File: src/rtl/aes_out_pack512.sv
// aes_out_pack512: packs four 128-bit AES blocks per 512-bit word into a valid/ready FIFO.
// Define AES_PACK_FLUSH_EN to add i_flush/o_out_keep for emitting partial groups.
module aes_out_pack512 #(
    parameter int DEPTH        = 8,
    parameter int AFULL_THRESH = 4
) (
    input  logic                   i_clk,
    input  logic                   i_rst_n,
    input  logic                   i_in_valid,
    input  logic [127:0]           i_in_data,
`ifdef AES_PACK_FLUSH_EN
    input  logic                   i_flush,
    output logic [3:0]             o_out_keep,
`endif
    output logic                   o_out_valid,
    input  logic                   i_out_ready,
    output logic [511:0]           o_out_data,
    output logic                   o_almost_full,
    output logic [$clog2(DEPTH):0] o_fill_count,
    output logic                   o_overflow
);
    localparam int PW = $clog2(DEPTH);
    localparam int CW = PW + 1;

    logic [1:0]    r_cnt;
    logic [383:0]  r_pack;
    logic [511:0]  r_mem [DEPTH];
    logic [PW-1:0] r_wr;
    logic [PW-1:0] r_rd;
    logic [CW-1:0] r_fill;
    logic          r_overflow;

    logic          w_last;
    logic          w_push;
    logic          w_pop;
    logic          w_full;
    logic          w_wr;
    logic [1:0]    w_cnt_adv;
    logic [1:0]    w_cnt_next;
    logic [383:0]  w_pack_next;
    logic [511:0]  w_word;

    // Lanes above the current count are always zero because the packer clears on every push.
    always_comb begin
        w_pack_next = r_pack;
        if (i_in_valid && r_cnt != 2'd3)
            w_pack_next[r_cnt*128 +: 128] = i_in_data;
    end

    assign w_last    = i_in_valid && r_cnt == 2'd3;
    assign w_cnt_adv = r_cnt + {1'b0, i_in_valid};
    assign w_word    = {w_last ? i_in_data : 128'd0, w_pack_next};

`ifdef AES_PACK_FLUSH_EN
    logic       w_flush_push;
    logic [3:0] w_keep;
    logic [3:0] r_keep [DEPTH];

    assign w_flush_push = i_flush && w_cnt_adv != 2'd0;
    assign w_push       = w_last || w_flush_push;
    assign w_cnt_next   = w_flush_push ? 2'd0 : w_cnt_adv;
    assign w_keep       = w_last ? 4'hF : (4'd1 << w_cnt_adv) - 4'd1;
    assign o_out_keep   = o_out_valid ? r_keep[r_rd] : 4'd0;

    always_ff @(posedge i_clk)
        if (w_wr)
            r_keep[r_wr] <= w_keep;
`else
    assign w_push     = w_last;
    assign w_cnt_next = w_cnt_adv;
`endif

    assign w_full = r_fill == CW'(DEPTH);
    assign w_pop  = o_out_valid && i_out_ready;
    // When full, a simultaneous pop frees the head slot, which is exactly the tail being written.
    assign w_wr   = w_push && (!w_full || w_pop);

    always_ff @(posedge i_clk) begin
        if (!i_rst_n) begin
            r_cnt      <= 2'd0;
            r_pack     <= '0;
            r_wr       <= '0;
            r_rd       <= '0;
            r_fill     <= '0;
            r_overflow <= 1'b0;
        end else begin
            r_cnt  <= w_cnt_next;
            r_pack <= w_push ? '0 : w_pack_next;
            if (w_wr)
                r_wr <= r_wr + 1'b1;
            if (w_pop)
                r_rd <= r_rd + 1'b1;
            r_fill <= (w_wr && !w_pop) ? r_fill + 1'b1 :
                      (w_pop && !w_wr) ? r_fill - 1'b1 : r_fill;
            if (w_push && !w_wr)
                r_overflow <= 1'b1;
        end
    end

    always_ff @(posedge i_clk)
        if (w_wr)
            r_mem[r_wr] <= w_word;

    assign o_out_valid   = r_fill != '0;
    assign o_out_data    = o_out_valid ? r_mem[r_rd] : 512'd0;
    assign o_almost_full = r_fill >= CW'(AFULL_THRESH);
    assign o_fill_count  = r_fill;
    assign o_overflow    = r_overflow;
endmodule

File: config.mk
export PLATFORM = sky130hd
export DESIGN_NAME = aes_out_pack512
export DESIGN_NICKNAME = d
export VERILOG_FILES = /design/src/rtl/aes_out_pack512.sv
export SDC_FILE = /design/constraint.sdc
export NUM_CORES = 2
export LEC_CHECK = 0
export CORE_MARGIN = 3
export CORE_UTILIZATION = 55
export CTS_CLUSTER_SIZE = 8
export DETAILED_ROUTE_END_ITERATION = 8
export HOLD_SLACK_MARGIN = 0.15
export PLACE_DENSITY = 0.76
export SETUP_SLACK_MARGIN = 0.4
export SLEW_MARGIN = 30
export SYNTH_ARGS = -nofsm -noshare
export SYNTH_HDL_FRONTEND = slang
export SYNTH_SLANG_ARGS = --single-unit
File: constraint.sdc
create_clock -name i_clk -period 47 [get_ports i_clk]
set_clock_uncertainty 0.05 [all_clocks]
set_input_delay 7.05 -clock i_clk [delete_from_list [all_inputs] [get_ports i_clk]]
set_output_delay 7.05 -clock i_clk [all_outputs]
set_load 0.1 [all_outputs]
==> results.cfg <==
[synthesis]
synthArstFlopShare = 0
ys_types = 36
synth_xor_area_frac = 0.0002565
yosys.cell_count.top_type = edfxtp_1
syn_area_um2 = 170700
ys_seq_elements = 4496
ys_warn_count = 0
syn-num-nets = 8168
syn-mean-instance-area_um2 = 21.28
synthTopCellsByCount = edfxtp_1, mux4_2, nor2_1
synth_compound_area_frac = 0.02001
synthAdderAreaFrac = 0.0009233
synth_top_family_by_area = multiplexers
synthMuxAreaShare = 0.1653
synth_area_leaders = edfxtp_1, mux4_2, dfxtp_1
synth-edff-count = 4096
synth_top_area_frac = 0.7204
synth_top_area_cell = edfxtp_1
yosysSeqAreaShare = 0.7673
synth-simple-area-share = 0.03166
ys.flop_type = edfxtp_1
syn_inst = 8024

[clock_tree]
clk_latency_ns = 1.01
cts_tree = yes
clock_path_buffers = 4
h-tree-depth = 6
cts_setup_buffers = 0
ctsResizeCount = 0
hold_buffers = 0
clkTransAtPathRegs_ns = 0.05
cts_buffers = 633
root_buffer = clkbuf_16
clock_sinks = 4496

[sta]
slew_violations = 0
worstMarginPinSlew_ns = 1.079
rsz0062_at_grt = false
slew_headroom = 0.2806
setup_tns_ns = 0
fmax_mhz = 74.64
min_period_over_period = 0.2850
setup_viol = 0
hold_viol_final = 0
fin_crit_ns = 13.40

[floorplan]
die_x_um = 563.2
row_count = 203
die_h_um = 563.2
die_area_um2 = 317200
pin_count = 651
core_area_um2 = 307300
start_util = 0.5556

[pwr]
p_per_area_nw_per_um2 = 64.47
power_frac_comb = 0.333
p_int_w = 0.007918
p_sw_w = 0.005013
peakVddDrop_uv = 110.7
pwr-share-seq = 0.338
power_frac_clock = 0.329
p_leak_nw = 63.63
swShare = 0.3877

[min_path]
hold_class = reg -> reg

[global_route]
grt_max_degree = 167
grt_usage = 0.2675
grt_pass1_vias = 90220
antenna_found_initial = 22
overflow = 0
grt_pass1_wl_um = 622700

[placement]
port_buffers = 650
hpwlAfterDp_um = 220800
gp_congestion = 0.7395

[flow_run]
cap_violations = 0

[setup_path]
cp_max_fo = 47
start_kind = flop
cp.required_ns = 39.90
arrival_ns = 6.30
cp-end-kind = output pin
crit_type = reg -> out

[route]
ant_nets = 0
vias = 86410
post_drt_wl_per_cell_um = 31.56
drcViolationCount = 0
drt-initial-drc-count = 10670
first_pass_iters = 5
via_per_inst = 6.370
drt-total-wl_um = 428100

[layout]
syn2layout_area_growth_pct = 17.46
fin_nets = 9112
post-route-util = 0.6526
drive_gt1_frac = 0.2114

[status]
status = finished, final reports clean
## cell type report
cell class	instances	area, um2
antenna	10	25.02
clock buffer	1059	17450
clock inverter	63	1624
fill	19160	106800
inverter	6	22.52
multi-input combinational	3025	37380
sequential	4496	131000
tap	4100	5130
timing repair buffer	806	7899
## cells in the final DEF, fill, tap and decap left out, types with 14 or more instances in the layout
cell	n
clkdlybuf4s50_1	549
nor2b_1	387
buf_2	91
clkinv_16	44
mux2i_1	516
buf_16	14
a22o_1	384
buf_4	98
buf_6	29
buf_12	25
and3_1	128
edfxtp_1	4096
dfxtp_1	397
nor2_1	513
clkbuf_16	633
clkbuf_1	425
mux4_2	1024
## critical path: stages, from the launching register on
cell and delay (ns):
dfxtp_4 0.60, buf_6 0.61, buf_6 0.59, buf_4 0.63, buf_4 0.49, buf_16 0.30, mux4_2 0.56, mux2i_1 0.28
nor2_1 0.08, clkdlybuf4s50_1 1.00
## per-layer routing
layer	up-vias	GRT usage	share of wire
li1	34840	-	-
met1	46020	0.3642	0.38
met2	4816	0.4327	0.49
met3	726	0.06001	0.095
met4	12	0.09072	0.034
met5	-	0	0.00017
## power groups by stage
| stage | registers [W] | logic [W] | clock network [W] |
|---|---|---|---|
| 2_1_floorplan | 0.00446 | 0.00328 | 0 |
| 3_3_place_gp | 0.00445 | 0.00431 | 0 |
| 5_1_grt | 0.00437 | 0.00443 | 0.00449 |
| 6_report | 0.00437 | 0.00430 | 0.00426 |
| 3_5_place_dp | 0.00445 | 0.00431 | 0 |
| 4_1_cts | 0.00437 | 0.00433 | 0.00431 |
## state kept, by name, summed over array words and instances (netlist names), named ones only
signal        count
o_fill_count      4
o_overflow        1
r_cnt             2
r_mem          4096
r_pack          384
r_rd              3
r_wr              3
## stage by stage
stage / instance area (um2) / setup slack (ns) / hold WS [ns] / instances / power, W
final: 200600 / 33.60 / 0.4395 / 13570 / 0.01293
after global routing: 200500 / 33.09 / 0.4627 / 13560 / 0.01329
after CTS: 200400 / 32.85 / 0.4471 / 13550 / 0.01301
after detailed placement: 181300 / 33.92 / 0.4411 / 12430 / 0.008751
after global placement: 181400 / 33.28 / 0.4184 / 12420 / 0.008765
after floorplan: 170700 / 2.878 / 0.4166 / 8024 / 0.007731
## final timing paths
| check | start | endpoint | slack (ns) | cells after the start |
|---|---|---|---|---|
| worst max-delay path | flop | o_out_data[362] | 33.60 | 9 |
| worst max register to register | r_cnt[0] | r_mem[6][113] | 40.15 | 9 |
| worst min-delay path | r_rd[1] | flop | 0.44 | 2 |
| worst min register to register | r_rd[1] | flop | 0.44 | 2 |
## cell families (layout without fill, tap and decap cells)
family / count (synthesis) / count (layout)
buffers and inverters: 503 / 1934
other: 0 / 10
xor gates and xnor gates: 5 / 5
DFF: 4496 / 4496
AOI/OAI and AO/OA: 392 / 392
muxes: 1540 / 1540
and+or+nand+nor: 1076 / 1076
adders and majority gates: 12 / 12
Note: power is estimated with default switching activity, not from simulation.
